===== src/rtl/datapath_seq_pkg.sv =====
// Shared constants for the datapath sequencer: FSM state encodings and default
// operand width and scratch register slots.
package datapath_seq_pkg;

  localparam int SIZE_DATA_DEF = 16;

  localparam logic [2:0] REG_A_DEF = 3'd0;
  localparam logic [2:0] REG_B_DEF = 3'd1;

  typedef logic [2:0] state_t;

  localparam state_t IDLE = 3'd0;
  localparam state_t WR_A = 3'd1;
  localparam state_t WR_B = 3'd2;
  localparam state_t EXEC = 3'd3;
  localparam state_t DONE = 3'd4;

endpackage


===== src/rtl/datapath_seq.sv =====
// Sequencer that runs one binary ALU operation through the register-file datapath.
// Define DATAPATH_SEQ_OPCOUNT_EN to add the op_count completed-operation counter output.
module datapath_seq
  import datapath_seq_pkg::*;
#(
  parameter int         SIZE_DATA = SIZE_DATA_DEF,
  parameter logic [2:0] REG_A     = REG_A_DEF,
  parameter logic [2:0] REG_B     = REG_B_DEF,
  parameter int         EXEC_WAIT = 1
) (
  input  logic                 CLK,
  input  logic                 RST_N,
  input  logic                 req_valid,
  output logic                 req_ready,
  input  logic [2:0]           req_op,
  input  logic [SIZE_DATA-1:0] req_a,
  input  logic [SIZE_DATA-1:0] req_b,
  output logic                 res_valid,
  input  logic                 res_ready,
  output logic [SIZE_DATA-1:0] res_data,
  output logic                 busy,
  output logic [SIZE_DATA-1:0] dp_din,
  output logic                 dp_we,
  output logic [2:0]           dp_w1,
  output logic [2:0]           dp_r1,
  output logic [2:0]           dp_r2,
  output logic [2:0]           dp_ms,
  input  logic [SIZE_DATA-1:0] dp_alu_out
`ifdef DATAPATH_SEQ_OPCOUNT_EN
  ,
  output logic [15:0]          op_count
`endif
);

  localparam int CNT_W = (EXEC_WAIT > 1) ? $clog2(EXEC_WAIT) : 1;

  generate
    if (REG_A == REG_B) begin : g_bad_slots
      $error("datapath_seq: REG_A and REG_B must name different slots");
    end
    if (EXEC_WAIT < 1) begin : g_bad_wait
      $error("datapath_seq: EXEC_WAIT must be at least 1");
    end
  endgenerate

  state_t               state_q, state_d;
  logic [CNT_W-1:0]     cnt_q, cnt_d;
  logic [2:0]           op_q, op_d;
  logic [SIZE_DATA-1:0] a_q, a_d;
  logic [SIZE_DATA-1:0] b_q, b_d;
  logic [SIZE_DATA-1:0] res_q, res_d;

  always_comb begin
    state_d = state_q;
    cnt_d   = cnt_q;
    op_d    = op_q;
    a_d     = a_q;
    b_d     = b_q;
    res_d   = res_q;
    case (state_q)
      IDLE: begin
        if (req_valid) begin
          op_d    = req_op;
          a_d     = req_a;
          b_d     = req_b;
          state_d = WR_A;
        end
      end
      WR_A: state_d = WR_B;
      WR_B: begin
        cnt_d   = CNT_W'(EXEC_WAIT - 1);
        state_d = EXEC;
      end
      EXEC: begin
        // The ALU output is sampled only once the read addresses have settled for EXEC_WAIT cycles.
        if (cnt_q == '0) begin
          res_d   = dp_alu_out;
          state_d = DONE;
        end else begin
          cnt_d = cnt_q - CNT_W'(1);
        end
      end
      DONE: begin
        if (res_ready) state_d = IDLE;
      end
      default: state_d = IDLE;
    endcase
  end

  always_ff @(posedge CLK or negedge RST_N) begin
    if (!RST_N) begin
      state_q <= IDLE;
      cnt_q   <= '0;
      op_q    <= '0;
      a_q     <= '0;
      b_q     <= '0;
      res_q   <= '0;
    end else begin
      state_q <= state_d;
      cnt_q   <= cnt_d;
      op_q    <= op_d;
      a_q     <= a_d;
      b_q     <= b_d;
      res_q   <= res_d;
    end
  end

  always_comb begin
    dp_we  = 1'b0;
    dp_w1  = 3'd0;
    dp_din = '0;
    case (state_q)
      WR_A: begin
        dp_we  = 1'b1;
        dp_w1  = REG_A;
        dp_din = a_q;
      end
      WR_B: begin
        dp_we  = 1'b1;
        dp_w1  = REG_B;
        dp_din = b_q;
      end
      default: ;
    endcase
  end

  assign dp_r1     = REG_A;
  assign dp_r2     = REG_B;
  assign dp_ms     = op_q;
  assign req_ready = (state_q == IDLE);
  assign busy      = (state_q != IDLE);
  assign res_valid = (state_q == DONE);
  assign res_data  = res_q;

`ifdef DATAPATH_SEQ_OPCOUNT_EN
  logic [15:0] op_count_q, op_count_d;

  // Counts completed result handshakes and wraps naturally at 16 bits.
  always_comb begin
    op_count_d = op_count_q;
    if (res_valid && res_ready) op_count_d = op_count_q + 16'd1;
  end

  always_ff @(posedge CLK or negedge RST_N) begin
    if (!RST_N) op_count_q <= '0;
    else        op_count_q <= op_count_d;
  end

  assign op_count = op_count_q;
`endif

endmodule


===== config.mk =====
export PLATFORM = sky130hd
export DESIGN_NAME = datapath_seq
export DESIGN_NICKNAME = d
export VERILOG_FILES = /design/src/rtl/datapath_seq_pkg.sv /design/src/rtl/datapath_seq.sv
export SDC_FILE = /design/constraint.sdc
export NUM_CORES = 1
export LEC_CHECK = 0
export CAP_MARGIN = 20
export CORE_UTILIZATION = 44
export CTS_BUF_LIST = sky130_fd_sc_hd__clkbuf_4 sky130_fd_sc_hd__clkbuf_8
export DETAILED_ROUTE_END_ITERATION = 8
export PLACE_DENSITY = 0.85
export SLEW_MARGIN = 20
export SYNTH_ARGS = -nofsm -noshare
export SYNTH_HDL_FRONTEND = slang
export SYNTH_SLANG_ARGS = --single-unit

===== constraint.sdc =====
create_clock -name CLK -period 1.9 [get_ports CLK]
set_input_delay 0.475 -clock CLK [delete_from_list [all_inputs] [get_ports CLK]]
set_output_delay 0.475 -clock CLK [all_outputs]
set_load 0.02 [all_outputs]

# Word-level counts from Yosys, hierarchy flattened
# Index checks and enable logic that the tools add are counted.
# totals
reg_bits	55
out_inout_bits	48
# classes
addsub	1
n_eq_ne	7
muxes	9
bitwise_logic	1
reduce_logical	7
# op_table
cell	n
$pmux W16 S2	1
$pmux W3 S5	1
$mux W3	3
$eq A3 B2 Y1 const B	2
$ne A2 B2 Y1 const B	2
$reduce_and A2 Y1	2
$eq A3 B1 Y1 const B	1
$eq A3 B3 Y1 const B	1
$logic_not A3 Y1	1
$mux W1	3
$reduce_and A3 Y1	1
$reduce_bool A3 Y1	1
$ne A2 B1 Y1 const B	1
$pmux W1 S2	1
$reduce_bool A2 Y1	1
$reduce_or A2 Y1	1
$not A1 Y1	1
$sub A1 B1 Y1 const B	1

# Logic depth before layout (Yosys ltp)
# Gate-level depths: netlist of run 1.
# depth
depth_word	3
ltp_mapped	4
mapped_depth_nobuf	2

# Worst setup path after synthesis of run 1
# No wires, ideal clock.
# synth_path
path_type	register -> output
from	register state_q[1]
to	output port busy
t_arrival_ns	1.628
t_required_ns	1.425
slack_ns	-0.203
path_stages_with_launch	5
cell_sequence	dfrtp_1 clkbuf_1 clkbuf_1 nor3_1 inv_1
# synth_via
elab_chain_cells	1
# synth_rtl
item	line_no	text
start, declared	datapath_seq.sv:46	state_t state_q, state_d;
start signal, assigned	datapath_seq.sv:99	state_q <= state_d;
$reduce_bool A3 Y1	datapath_seq.sv:131	assign busy = (state_q != IDLE);
end, declared	datapath_seq.sv:21	output logic busy,
# Every way passes these cells.

# Worst setup path after layout of run 1
# layout_path
from	register state_q[1]
to	output port dp_din[6]
# layout_via
elab_chain_cells	2
# layout_rtl
item	line_no	text
$eq A3 B2 Y1 / $eq A3 B1 Y1 (equally long branches)	datapath_seq.sv:112	case (state_q)
$pmux W16 S2 (*)	datapath_seq.sv:112	
end, declared	datapath_seq.sv:22	output logic [SIZE_DATA-1:0] dp_din,
# Mark *: on every way between the ends. The rest lies on a longest branch, timed or not.

==> results.sh, run 1 <==
export IMPL_met3_usage=0.0833
export IMPL_maximum_vdd_ir_drop_uv=926
export IMPL_critPathSlowestCell="sky130_fd_sc_hd__dfrtp_1"
export IMPL_hold_violations=0
export IMPL_grt_total_usage=0.187
export IMPL_clockRootBuffer="sky130_fd_sc_hd__clkbuf_8"
export IMPL_antenna_cells_inserted=0
export IMPL_finish_utilization=0.664
export IMPL_drv_slew=0
export IMPL_place_ws_ns=-0.138
export IMPL_cts_sink_count=54
export IMPL_synth_seq_cells=54
export IMPL_gr_usage_met2=0.319
export IMPL_synth_ff_type="sky130_fd_sc_hd__dfrtp_1"
export IMPL_antenna_violating_nets_post_route=0
export IMPL_detailedPlacementHpwl_um=3730
export IMPL_p_leak_uw=0.00150
export IMPL_layout_area_overhead_vs_synth_pct=45.8
export IMPL_globalRouteMet1Util=0.212
export IMPL_floorplan_rows=27
export IMPL_number_of_global_route_vias_before_repair=1909
export IMPL_synthesis_yosys_warnings=0
export IMPL_finalNetCount=340
export IMPL_core_region_area_um2=5470
export IMPL_route_detailed_wl_per_inst_um=14.9
export IMPL_fin_tns_setup_ns=0
export IMPL_die_height_um=77.3
export IMPL_fin_crit_ns=1.88
export IMPL_final_setup_skew_ns=0.00464
export IMPL_floorplan_io_pins=103
export IMPL_clock_latency_reported_for_the_late_side_of_the_worst_skew_pair_ns=0.30
export IMPL_clk_pin_slew_ns=0.09
export IMPL_hold_buffers=0
export IMPL_timing_critical_path_max_delay_family="flip-flops"
export IMPL_clock_tree_buffer_depth=2
export IMPL_final_critical_path_setup_slack_ns=0.0240
export IMPL_path_max_fanout=20
export IMPL_drc=0
export IMPL_drtIter0Drc=45
export IMPL_maximum_number_of_pins_on_one_net_before_global_route_repair=55
export IMPL_grt_first_pass_wirelength_um=8730
export IMPL_grt_overflow=0
export IMPL_fillerInstances=430
export IMPL_ys_seq_area_frac=0.542
export IMPL_die_area_um2=5970
export IMPL_grt_busiest_layer="met2"
export IMPL_power_density_cell_area_nw_per_um2=1770
export IMPL_io_buffer_count=94
export IMPL_synth_cell_area_um2=2490
export IMPL_cp_buffers_inverters=2
export IMPL_max_clock_freq_ghz=0.533
export IMPL_post_route_cells_drive_above_1_share=0.367
export IMPL_netlist_cell_type_count=19
export IMPL_number_of_antenna_violations_at_the_first_check_in_global_routing=0
export IMPL_holdCritPathClass="input port to asynchronous set/reset pin"
export IMPL_grt_setup_unrepaired="true"
export IMPL_drt_pre_antenna_iters=5
export IMPL_initial_utilization=0.455
export IMPL_cp_cell_sequence="buf_12 -> nand3b_1 -> a21oi_2 -> buf_4"
export IMPL_synth_cells=191
export IMPL_fp_dieW_um=77.3
export IMPL_postRouteWirelength_um=5350
export IMPL_most_common_layout_cells="sky130_fd_sc_hd__clkdlybuf4s50_1 (72), sky130_fd_sc_hd__dfrtp_1 (54), sky130_fd_sc_hd__mux2_2 (49)"
export IMPL_num_vias=1788
export IMPL_required_ns=1.42
export IMPL_post_route_period_util=0.987
export IMPL_htree_levels=2
export IMPL_share_of_synthesized_flip_flops_with_an_asynchronous_set_or_reset=1.00
export IMPL_average_cell_area_after_synthesis_um2=13.0
export IMPL_run_status="complete, no violations"
export IMPL_synth_edff_count=0
export IMPL_crit_path_start_kind="flip-flop"
export IMPL_ratio_of_routed_vias_to_standard_cells=4.99
export IMPL_timing_setup_critical_path_class="flip-flop to primary output"
export IMPL_gp_congestion=0.701
export IMPL_critPathCaptureType="primary output"
export IMPL_worstPathArrival_ns=1.40
export IMPL_cts_buffers_inserted=5
export IMPL_finalSetupViolCount=0
export IMPL_tritoncts="built"
export IMPL_mostFrequentLayoutCell="sky130_fd_sc_hd__clkdlybuf4s50_1"
export IMPL_critical_path_max_stage_delay_ns=0.44
export IMPL_cap_violations=0
worst paths after layout:
kind | startpoint | depth (start not counted) | slack (ns) | end
worst max-delay path | state_q[1]$_DFFE_PN0P_ | 4 | 0.02 | dp_din[6]
worst min-delay path | RST_N | 2 | 0.15 | b_q[7]$_DFFE_PN0P_
worst max register to register | state_q[0]$_DFFE_PN0P_ | 5 | 0.12 | a_q[6]$_DFFE_PN0P_
worst min register to register | a_q[0]$_DFFE_PN0P_ | 1 | 0.51 | a_q[0]$_DFFE_PN0P_
max in group asynchronous | RST_N | 2 | 1.52 | b_q[15]$_DFFE_PN0P_
min in group CLK | a_q[0]$_DFFE_PN0P_ | 1 | 0.51 | a_q[0]$_DFFE_PN0P_
cell type report:
type                    instances  area, µm²  share of cell area
flip-flops and latches         54       1350               0.372
multi-input cells             119       1080               0.297
repair buffers                104       1010               0.279
clock buffers                   7       90.1              0.0248
well taps                      72       90.1              0.0248
clock inverters                 1       5.00             0.00138
inverters                       1       3.75             0.00103
synth_stat cells (2+ instances only):
cell	number	share of area
sky130_fd_sc_hd__buf_4	8	0.024
sky130_fd_sc_hd__nand3b_1	32	0.096
sky130_fd_sc_hd__mux2_1	2	0.0090
sky130_fd_sc_hd__clkbuf_1	10	0.015
sky130_fd_sc_hd__nor2_1	3	0.0045
sky130_fd_sc_hd__buf_2	2	0.0040
sky130_fd_sc_hd__nor3b_1	2	0.0060
sky130_fd_sc_hd__nor3_1	2	0.0040
sky130_fd_sc_hd__mux2_2	49	0.22
sky130_fd_sc_hd__buf_6	3	0.014
sky130_fd_sc_hd__dfrtp_1	54	0.54
sky130_fd_sc_hd__conb_1	2	0.0030
sky130_fd_sc_hd__a21oi_1	16	0.032
registers in the layout (all words and copies together), names as in the netlist:
signal,cells
dp_ms,3
a_q,16
state_q,3
res_data,16
b_q,16
power breakdown:
group          switching (µW)  internal [µW]  total (µW)
clock                     357            309         667
sequential                327           1750        2070
combinational            1750           1930        3680
per-layer routing:
| metal | routed length [µm] | part of all wire | up-vias |
|---|---|---|---|
| met5 | 0 | 0 | - |
| met4 | 55 | 0.010 | 0 |
| met3 | 500 | 0.094 | 4 |
| met2 | 2600 | 0.49 | 74 |
| met1 | 2200 | 0.41 | 870 |
| li1 | - | - | 840 |
repair_timing:
action,4_1_cts,5_1_grt
resized for setup,85,29
buffers inserted,0,0
endpoints found under the setup margin,21,19
kinds of logic (layout without fill, tap and decap cells):
logic type | count (synthesis) | in the layout | share of synthesized area
xor gates and xnor gates | 1 | 1 | 0.00351
AOI/OAI and AO/OA | 16 | 16 | 0.0321
buffers and inverters | 24 | 113 | 0.0582
DFF | 54 | 54 | 0.542
and+or+nand+nor | 43 | 43 | 0.131
other | 2 | 8 | 0.00301
muxes | 51 | 51 | 0.230
per-stage QoR:
step	instance area (µm²)	total power (µW)	hold slack, ns	instances
final	3630	6420	0.154	358
after global routing	3630	6820	0.179	358
after detailed placement	3550	5840	0.482	350
after global placement	3550	5720	0.479	350
after floorplan	2520	4240	0.179	197
after CTS	3570	6290	0.153	358
Note: power is estimated with default switching activity, not from simulation.
==> inputs of run 2 (changes only) <==
Settings changed: CORE_UTILIZATION 44 to 48, PLACE_DENSITY 0.85 to 0.91.
Clock period 1.9 ns to 2.3 ns, I/O delays scaled along.
==> run 2 against run 1 <==
  * Core utilization increased by 7.5 points
  * First-iteration DRC count increased by 42%
  * Count of clock-buffer cells in the layout unchanged
  * Power decreased by 21%
  * Hold slack improved by 0.074 ns
  * Via count decreased by 0.50%
  * Sequential cell count unchanged
  * Critical path type unchanged
  * Highest routed layer unchanged
==> results.sh, run 2 (synthesis results as in run 1) <==
export IMPL_regToRegEndpoint="a_q[12]$_DFFE_PN0P_"
export IMPL_grt_overflow=0
export IMPL_hold_violations=0
export IMPL_drc=0
export IMPL_die_height_um=74.1
export IMPL_cp_buffers_inverters=2
export IMPL_reg2regPathDepth=4
export IMPL_regToRegStartpoint="state_q[1]$_DFFE_PN0P_"
export IMPL_cp_cell_sequence="buf_12 -> nand3b_1 -> a21oi_1 -> dlygate4sd2_1"
export IMPL_cap_violations=0
export IMPL_fillerInstances=330
export IMPL_fin_tns_setup_ns=0
export IMPL_critPathCaptureType="primary output"
export IMPL_final_critical_path_setup_slack_ns=0.127
export IMPL_critical_path_max_stage_delay_ns=0.42
export IMPL_p_leak_uw=0.00152
export IMPL_finalSetupViolCount=0
export IMPL_hold_ws_ns=0.228
export IMPL_post_route_cell_area_um2=3580
export IMPL_holdCritPathClass="input port to asynchronous set/reset pin"
export IMPL_final_setup_skew_ns=0.00687
export IMPL_floorplan_rows=25
export IMPL_hold_buffers=0
export IMPL_critPathSlowestCell="sky130_fd_sc_hd__dfrtp_1"
export IMPL_die_area_um2=5480
export IMPL_layout_area_overhead_vs_synth_pct=43.8
export IMPL_startpoint="state_q[0]$_DFFE_PN0P_"
export IMPL_drt_pre_antenna_iters=4
export IMPL_slew_limit_headroom=0.653
export IMPL_worst_slew_pin_transition_ns=0.520
export IMPL_timing_critical_path_max_delay_family="buffers and inverters"
export IMPL_io_buffer_count=94
export IMPL_detailedPlacementHpwl_um=3770
export IMPL_cts_sink_count=54
export IMPL_fp_dieW_um=74.1
export IMPL_clockRootBuffer="sky130_fd_sc_hd__clkbuf_8"
export IMPL_post_route_cells_drive_above_1_share=0.248
export IMPL_num_vias=1779
export IMPL_placement_cell_area_um2=3510
export IMPL_htree_levels=2
export IMPL_post_cts_resized_instances=21
export IMPL_finalNetCount=340
export IMPL_postRouteWirelength_um=5290
export IMPL_crit_path_start_kind="flip-flop"
export IMPL_route_detailed_wl_per_inst_um=15.0
export IMPL_post_route_period_util=0.945
export IMPL_run_status="complete, no violations"
export IMPL_fin_crit_ns=2.17
export IMPL_initial_utilization=0.514
export IMPL_finish_utilization=0.739
export IMPL_maximum_vdd_ir_drop_uv=802
export IMPL_clock_latency_reported_for_the_late_side_of_the_worst_skew_pair_ns=0.31
export IMPL_grt_setup_unrepaired="false"
export IMPL_setup_reg_to_reg_worst_slack_ns=0.67
export IMPL_drv_slew=0
export IMPL_mostFrequentLayoutCell="sky130_fd_sc_hd__clkdlybuf4s50_1"
export IMPL_floorplan_io_pins=103
export IMPL_clock_tree_buffer_depth=2
export IMPL_cts_buffers_inserted=5
export IMPL_core_region_area_um2=4850
export IMPL_most_common_layout_cells="sky130_fd_sc_hd__clkdlybuf4s50_1 (72), sky130_fd_sc_hd__dfrtp_1 (54), sky130_fd_sc_hd__mux2_2 (49)"
export IMPL_postCtsSetupRepairBufs=0
export IMPL_drtIter0Drc=64
export IMPL_grt_total_usage=0.215
export IMPL_maximum_number_of_pins_on_one_net_before_global_route_repair=34
export IMPL_power_density_cell_area_nw_per_um2=1420
export IMPL_place_ws_ns=0.177
export IMPL_max_clock_freq_ghz=0.460
export IMPL_required_ns=1.73
export IMPL_worstPathArrival_ns=1.60
export IMPL_tritoncts="built"
export IMPL_antenna_cells_inserted=0
export IMPL_number_of_global_route_vias_before_repair=1837
export IMPL_timing_setup_critical_path_class="flip-flop to primary output"
export IMPL_grt_first_pass_wirelength_um=8760
export IMPL_clk_pin_slew_ns=0.09
export IMPL_number_of_antenna_violations_at_the_first_check_in_global_routing=0
export IMPL_path_max_fanout=30
export IMPL_antenna_violating_nets_post_route=0
export IMPL_gp_congestion=0.709
export IMPL_ratio_of_routed_vias_to_standard_cells=5.04
-- run 2: worst max-delay path by stage --
stage / to / slack (ns) / cells after the start
after floorplan: busy / 0.1 / 4
after global placement: dp_din[7] / 0.19 / 4
after detailed placement: dp_din[7] / 0.18 / 4
after CTS: dp_din[10] / 0.11 / 4
after global routing: dp_din[7] / 0.01 / 4
final: dp_din[10] / 0.13 / 4
-- run 2: layout make-up --
cell class              count  area, µm²  share of cell area
flip-flops and latches     54       1350               0.377
repair buffers            104       1020               0.285
well taps                  67       83.8              0.0234
multi-input cells         119       1020               0.284
inverters                   1       3.75             0.00105
clock buffers               7       96.3              0.0269
clock inverters             1       8.76             0.00244
-- run 2: layer usage --
metal  vias to the layer above  global-route usage  share of wire
met5                         -                   0              0
li1                        843                   -              -
met3                         5              0.0894          0.098
met4                         0              0.0769          0.014
met2                        78               0.344           0.48
met1                       853               0.263           0.41
-- run 2: metrics by stage --
step           std cells  total power [µW]
2_1_floorplan        197              3480
3_3_place_gp         345              4650
3_5_place_dp         345              4740
4_1_cts              353              5160
5_1_grt              353              5430
6_report             353              5100
-- run 2: power breakdown --
part / internal (µW) / total, µW / switching (µW)
registers: 1440 / 1700 / 252
logic: 1450 / 2830 / 1380
clock network: 276 / 571 / 295
